### config.mk
export PLATFORM = sky130hd
export DESIGN_NAME = eth_phy_rx_emu
export DESIGN_NICKNAME = d
export VERILOG_FILES = /design/src/rtl/eth_mac_pkg.sv /design/src/rtl/eth_slot_timer.sv /design/src/rtl/eth_phy_rx_emu.sv
export SDC_FILE = /design/constraint.sdc
export NUM_CORES = 1
export LEC_CHECK = 0
export CORE_ASPECT_RATIO = 1.75
export CORE_UTILIZATION = 45
export CTS_CLUSTER_DIAMETER = 100
export DETAILED_ROUTE_END_ITERATION = 10
export GPL_ROUTABILITY_DRIVEN = 1
export PLACE_DENSITY = 0.76
export SETUP_SLACK_MARGIN = 0.05
export SYNTH_ARGS = -nofsm -noshare
export SYNTH_HDL_FRONTEND = slang
export SYNTH_HIERARCHICAL = 1
export SYNTH_SLANG_ARGS = --single-unit
### constraint.sdc
create_clock -name clk_125 -period 3 [get_ports clk_125]
set_input_delay 0.75 -clock clk_125 [delete_from_list [all_inputs] [get_ports clk_125]]
set_output_delay 0.75 -clock clk_125 [all_outputs]
set_load 0.01 [all_outputs]
### src/rtl/eth_mac_pkg.sv
// rtl/eth_mac_pkg.sv - shared types and constants for the PHY receive emulator
package eth_mac_pkg;

  typedef enum logic [1:0] {
    SPEED_1G   = 2'b00,
    SPEED_100M = 2'b01,
    SPEED_10M  = 2'b11
  } link_speed_t;

  localparam logic [7:0] PREAMBLE_BYTE = 8'h55;
  localparam logic [7:0] SFD_BYTE      = 8'hD5;
  // Index of the SFD within the 8-byte preamble sequence.
  localparam logic [15:0] SFD_INDEX    = 16'd7;

  typedef enum logic [2:0] {
    IDLE,
    PREAMBLE,
    DATA,
    IFG,
    DROP
  } phy_rx_emu_state_t;

  // First symbol of a byte: the whole byte at 1G, the low nibble in nibble modes.
  function automatic logic [7:0] first_symbol(input logic [7:0] b, input logic nibble_mode);
    return nibble_mode ? {4'h0, b[3:0]} : b;
  endfunction

endpackage

### src/rtl/eth_slot_timer.sv
// rtl/eth_slot_timer.sv - symbol slot divider and nibble-phase toggle
module eth_slot_timer
  import eth_mac_pkg::*;
#(
  parameter int CLKS_PER_NIB_100 = 5,
  parameter int CLKS_PER_NIB_10  = 50
) (
  input  logic       clk_125,
  input  logic       reset,
  input  logic       restart,
  input  logic [1:0] speed_q,
  output logic       stb,
  output logic       nib_phase
);

  logic [15:0] cnt;
  logic [15:0] reload;

  // Slot length minus one for the selected speed; 1G (and 2'b10) slots are one cycle.
  always_comb begin
    reload = '0;
    if (speed_q == SPEED_100M) begin
      reload = 16'(CLKS_PER_NIB_100 - 1);
    end else if (speed_q == SPEED_10M) begin
      reload = 16'(CLKS_PER_NIB_10 - 1);
    end
  end

  assign stb = (cnt == '0);

  // Count down to the slot boundary; restart aligns the first slot to the frame start.
  // nib_phase is 1 while the high nibble is on the wire, so the next boundary starts a byte.
  always_ff @(posedge clk_125) begin
    if (reset || restart) begin
      cnt       <= reload;
      nib_phase <= 1'b0;
    end else if (stb) begin
      cnt       <= reload;
      nib_phase <= speed_q[0] & ~nib_phase;
    end else begin
      cnt <= cnt - 16'd1;
    end
  end

endmodule

### src/rtl/eth_phy_rx_emu.sv
// rtl/eth_phy_rx_emu.sv - AXI-Stream to GMII/MII receive symbol emulator
module eth_phy_rx_emu
  import eth_mac_pkg::*;
#(
  parameter int       IFG_BYTES        = 12,
  parameter bit       PREAMBLE_EN      = 1'b1,
  parameter int       CLKS_PER_NIB_100 = 5,
  parameter int       CLKS_PER_NIB_10  = 50,
  parameter int       CNT_WIDTH        = 16
) (
  input  logic                 clk_125,
  input  logic                 reset,
  input  logic [1:0]           link_speed,
  input  logic [7:0]           s_axis_tdata,
  input  logic                 s_axis_tvalid,
  input  logic                 s_axis_tlast,
  input  logic                 s_axis_tuser,
  output logic                 s_axis_tready,
  output logic [7:0]           phy_rxd,
  output logic                 phy_rx_dv,
  output logic                 phy_rx_er,
  output logic                 phy_rx_stb,
  output logic [CNT_WIDTH-1:0] frames_sent,
  output logic [CNT_WIDTH-1:0] underruns
);

  phy_rx_emu_state_t state;
  logic [1:0]  speed_q;
  logic [7:0]  cur_byte;
  logic [15:0] byte_cnt;
  logic        seen_last;
  logic        und_pend;
  logic        tick;
  logic        nib_phase;
  logic        nib_mode;
  logic        launch;
  logic        accept;
  logic [1:0]  timer_speed;

  // While idle the timer follows the live speed so it is already aligned when speed_q latches.
  assign timer_speed = (state == IDLE) ? link_speed : speed_q;
  assign nib_mode    = speed_q[0];
  assign launch      = tick & (~nib_mode | nib_phase);
  assign accept      = ((state == DATA) & launch & s_axis_tvalid & ~seen_last & ~und_pend)
                     | ((state == IDLE) & s_axis_tvalid & ~PREAMBLE_EN);
  assign s_axis_tready = accept | (state == DROP);

  eth_slot_timer #(
    .CLKS_PER_NIB_100 (CLKS_PER_NIB_100),
    .CLKS_PER_NIB_10  (CLKS_PER_NIB_10)
  ) u_slot_timer (
    .clk_125   (clk_125),
    .reset     (reset),
    .restart   (state == IDLE),
    .speed_q   (timer_speed),
    .stb       (tick),
    .nib_phase (nib_phase)
  );

  // Frame sequencer: every PHY output is registered and only changes on a slot strobe.
  always_ff @(posedge clk_125) begin
    if (reset) begin
      state       <= IDLE;
      speed_q     <= 2'b00;
      cur_byte    <= '0;
      byte_cnt    <= '0;
      seen_last   <= 1'b0;
      und_pend    <= 1'b0;
      phy_rxd     <= '0;
      phy_rx_dv   <= 1'b0;
      phy_rx_er   <= 1'b0;
      phy_rx_stb  <= 1'b0;
      frames_sent <= '0;
      underruns   <= '0;
    end else begin
      phy_rx_stb <= 1'b0;
      case (state)
        IDLE: begin
          seen_last <= 1'b0;
          und_pend  <= 1'b0;
          if (s_axis_tvalid) begin
            speed_q    <= link_speed;
            phy_rx_stb <= 1'b1;
            phy_rx_dv  <= 1'b1;
            if (PREAMBLE_EN) begin
              cur_byte  <= PREAMBLE_BYTE;
              phy_rxd   <= first_symbol(PREAMBLE_BYTE, link_speed[0]);
              phy_rx_er <= 1'b0;
              byte_cnt  <= 16'd1;
              state     <= PREAMBLE;
            end else begin
              cur_byte  <= s_axis_tdata;
              phy_rxd   <= first_symbol(s_axis_tdata, link_speed[0]);
              phy_rx_er <= s_axis_tuser;
              seen_last <= s_axis_tlast;
              state     <= DATA;
            end
          end
        end
        PREAMBLE: if (tick) begin
          phy_rx_stb <= 1'b1;
          if (!launch) begin
            phy_rxd <= {4'h0, cur_byte[7:4]};
          end else if (byte_cnt == SFD_INDEX) begin
            cur_byte <= SFD_BYTE;
            phy_rxd  <= first_symbol(SFD_BYTE, nib_mode);
            state    <= DATA;
          end else begin
            cur_byte <= PREAMBLE_BYTE;
            phy_rxd  <= first_symbol(PREAMBLE_BYTE, nib_mode);
            byte_cnt <= byte_cnt + 16'd1;
          end
        end
        DATA: if (tick) begin
          phy_rx_stb <= 1'b1;
          if (!launch) begin
            phy_rxd <= {4'h0, cur_byte[7:4]};
          end else if (und_pend || seen_last) begin
            if (und_pend) underruns <= underruns + CNT_WIDTH'(1);
            else frames_sent <= frames_sent + CNT_WIDTH'(1);
            und_pend  <= 1'b0;
            cur_byte  <= '0;
            phy_rxd   <= '0;
            phy_rx_dv <= 1'b0;
            phy_rx_er <= 1'b0;
            byte_cnt  <= 16'd1;
            if (und_pend && !seen_last) begin
              // The rest of the frame is swallowed silently, so no symbol this slot.
              phy_rx_stb <= 1'b0;
              byte_cnt   <= '0;
              state      <= DROP;
            end else begin
              state <= IFG;
            end
          end else if (s_axis_tvalid) begin
            cur_byte  <= s_axis_tdata;
            phy_rxd   <= first_symbol(s_axis_tdata, nib_mode);
            phy_rx_er <= s_axis_tuser;
            seen_last <= s_axis_tlast;
          end else begin
            cur_byte  <= '0;
            phy_rxd   <= '0;
            phy_rx_er <= 1'b1;
            und_pend  <= 1'b1;
          end
        end
        IFG: if (tick) begin
          if (launch && byte_cnt == 16'(IFG_BYTES)) begin
            state <= IDLE;
          end else begin
            phy_rx_stb <= 1'b1;
            phy_rxd    <= '0;
            if (launch) byte_cnt <= byte_cnt + 16'd1;
          end
        end
        DROP: begin
          if (s_axis_tvalid && s_axis_tlast) begin
            byte_cnt <= '0;
            state    <= IFG;
          end
        end
        default: state <= IDLE;
      endcase
    end
  end

endmodule

==> qor.yml <==
drt_iter0_drc: 227
r2r_start: "u_slot_timer/cnt[1]$_SDFF_PP0_"
grt_max_degree: 33
worstHoldPathCells: 2
clock_skew_ps: 6.12
clockBufferDepth: 2
max_stage_delay_ps: 310
hpwl_um: 8730
vias_per_cell: 5.87
syn_area_per_cell_um2: 8.25
die_x_um: 79.1
startpoint_type: "flop"
syn2layout_area_growth_pct: 21.8
ys_warn_count: 6
outcome: "finished clean"
grt_pass1_wl_um: 20100
ys_seq_elements: 87
cts_max_level: 3
path_cells: "inv_1 -> ha_2 -> nor4b_4 -> nand4_2 -> inv_2 -> and2_1 -> nand3_1 -> a21oi_2 -> buf_4 -> clkbuf_2"
use_met2: 0.421
max_freq_ghz: 0.361
synth-edff-count: 0
leakagePower_nw: 1.97
finalCriticalPeriod_ps: 2770
timing.slew.headroom: 0.593
grt-busiest-layer: "met2"
fin_hold_ws_ps: 467
gr-total-overflow: 0
yosysSeqAreaShare: 0.372
die_area_um2: 10800
grt_pass1_vias: 4351
worstPathRequired_ps: 2250
use_met3: 0.0373
post-route-period-util: 0.924
rows: 48
cts_num_sinks: 87
rrSetupSlack_ps: 470
via_count: 4440
num-fill-cells: 917
diodes: 0
multiInputGateArea_um2: 2730
seq_area_um2: 1740
first_pass_iters: 5
hold_viol_final: 0
dp_cells: 741
hold_start: "u_slot_timer/nib_phase$_SDFFE_PP0P_"
p_total_mw: 4.79
reg2reg_to: "byte_cnt[8]$_SDFFE_PP0P_"
synthCells: 567
gp_congestion: 0.879
synth_area_um2: 4680
cts-root-buf: "clkbuf_16"
drc: 0
numCtsBuffers: 9
port-buffer-count: 58
rsz0062_at_grt: "false"
reg2reg_depth: 10
final_antenna_net_count: 0
pin_count: 59
fin_cells: 756
path_class: "flop to primary output"
maxCapViolCount: 0
critPathCaptureType: "primary output"
setup-violations-final: 0
die_h_um: 137
wirelength_um: 11900
syn_nets: 587
power_density_nw_per_um2: 841
cts.clk_slew.worst_paths_ps: 60
grt_use_total: 0.235
crit_arrival_ps: 2020
cts_hold_buffers: 0
wire_per_inst_um: 15.7
antenna_found_initial: 0
worstMarginPinSlew_ps: 609
grt_use_met1: 0.259
cp_slowest_cell: "dfxtp_1"
hp-class: "flop to flop"
clock_latency_ps: 340
async_flop_share: 0
slew_violations: 0
start_util: 0.469
tns_ps: 0
crit_path_max_fanout: 4
final_nets: 647
cts_tree: "yes"
peakVddDrop_mv: 0.525
hold_end: "u_slot_timer/nib_phase$_SDFFE_PP0P_"
drive_above_1_share: 0.0887
core_area_um2: 9970
yosys.cell_types.count: 64
synth_ff_type: "dfxtp_1"
[synth_stat cells, types with 4 or more instances]
cell type | n | area (um^2)
nand4b_1 | 8 | 70.1
o22ai_1 | 4 | 25.0
and2_1 | 4 | 25.0
xnor2_1 | 26 | 228
a311oi_1 | 4 | 35.0
nand2b_1 | 13 | 81.3
nor4_1 | 4 | 25.0
clkbuf_1 | 16 | 60.1
or3_1 | 7 | 43.8
and3_1 | 9 | 56.3
nand4_1 | 19 | 119
dfxtp_1 | 87 | 1740
xor2_1 | 14 | 123
o21ai_0 | 17 | 85.1
inv_1 | 20 | 75.1
a31oi_1 | 7 | 43.8
nor3_1 | 28 | 140
and4_1 | 7 | 61.3
a21oi_1 | 34 | 170
nor2_1 | 70 | 263
buf_2 | 9 | 45.0
nor4_4 | 4 | 85.1
o31ai_1 | 4 | 30.0
nand3_1 | 23 | 115
nor2b_1 | 5 | 31.3
ha_1 | 5 | 62.6
a41oi_1 | 4 | 35.0
a211oi_1 | 9 | 67.6
mux2i_1 | 6 | 60.1
nand2_1 | 49 | 184
[report_power, final]
part           internal (mW)  switching, mW  total, mW
Clock                  0.557          0.437      0.994
Combinational          0.947           1.33       2.28
Sequential              1.33          0.186       1.52
Total                   2.83           1.96       4.79
[worst max-delay path: cells and delay by family (launching register included)]
kind	cells	cell delay [ps]
AOI/OAI and AO/OA	1	130
DFF	1	310
adders and majority gates	1	200
and+or+nand+nor	4	630
buffers and inverters	4	420
[cell usage in the layout, fill, tap and decap left out, types with 22 or more instances in the layout]
cell type / netlist / final
nand3_1: 23 / 23
clkdlybuf4s50_1: 0 / 56
nor3_1: 28 / 28
buf_4: 2 / 22
a21oi_1: 34 / 33
nand2_1: 49 / 49
xnor2_1: 26 / 26
dfxtp_1: 87 / 87
nor2_1: 70 / 70
[routing by layer]
layer | share of wire | wire [um]
met1 | 0.39 | 4680
met2 | 0.53 | 6250
met3 | 0.041 | 488
met4 | 0.038 | 454
met5 | 0 | 0
[cells by family (layout without fill, tap and decap cells)]
group                    after synthesis  count (layout)  synth area share
adder cells (fa/ha/maj)                5               5            0.0134
XOR/XNOR                              40              40            0.0749
multiplexers                           8               8            0.0177
buffers and inverters                 51             115            0.0484
flip-flops                            87              87             0.372
AO/OA/AOI/OAI                        107             107             0.158
AND/OR/NAND/NOR                      269             269             0.315
[state kept, by name, indices dropped and copies added (netlist names)]
signal,flops
phy_rx_dv,1
phy_rx_stb,1
state,3
phy_rxd,8
underruns,16
cur_byte,4
speed_q,2
u_slot_timer/nib_phase,1
byte_cnt,16
u_slot_timer/cnt,16
und_pend,1
frames_sent,16
seen_last,1
phy_rx_er,1
[worst max path at each step]
stage	slack [ps]	start	depth (start not counted)	endpoint
2_1_floorplan	300	u_slot_timer/cnt[3]$_SDFF_PP0_	8	s_axis_tready
3_3_place_gp	-170	s_axis_tvalid	6	s_axis_tready
3_5_place_dp	-190	s_axis_tvalid	6	s_axis_tready
4_1_cts	60	u_slot_timer/cnt[1]$_SDFF_PP0_	10	s_axis_tready
5_1_grt	120	u_slot_timer/cnt[1]$_SDFF_PP0_	10	s_axis_tready
6_report	230	u_slot_timer/cnt[1]$_SDFF_PP0_	10	s_axis_tready
[layout make-up]
cell class,instances,area share
Timing Repair Buffer,80,0.129
Sequential cell,87,0.306
Inverter,20,0.0132
Tap cell,125,0.0275
Clock buffer,12,0.0415
Clock inverter,3,0.00373
Multi-Input combinational cell,429,0.479
[through the flow]
step / area (um^2) / setup slack [ps] / utilization
floorplan: 4680 / 295 / -
CTS: 5700 / 58.9 / 0.571
detailed placement: 5420 / -186 / 0.544
global placement: 5420 / -172 / 0.544
global route: 5700 / 120 / 0.571
finish: 5700 / 227 / 0.571
[what timing repair did]
| action | 4_1_cts | 5_1_grt |
|---|---|---|
| resized for setup | 4 | 4 |
| buffers inserted | 0 | 0 |
| pin swaps | 0 | 1 |
| setup endpoints to repair | 1 | 1 |
| endpoints found under the hold margin | 0 | 0 |
Note: power is estimated with default switching activity, not from simulation.
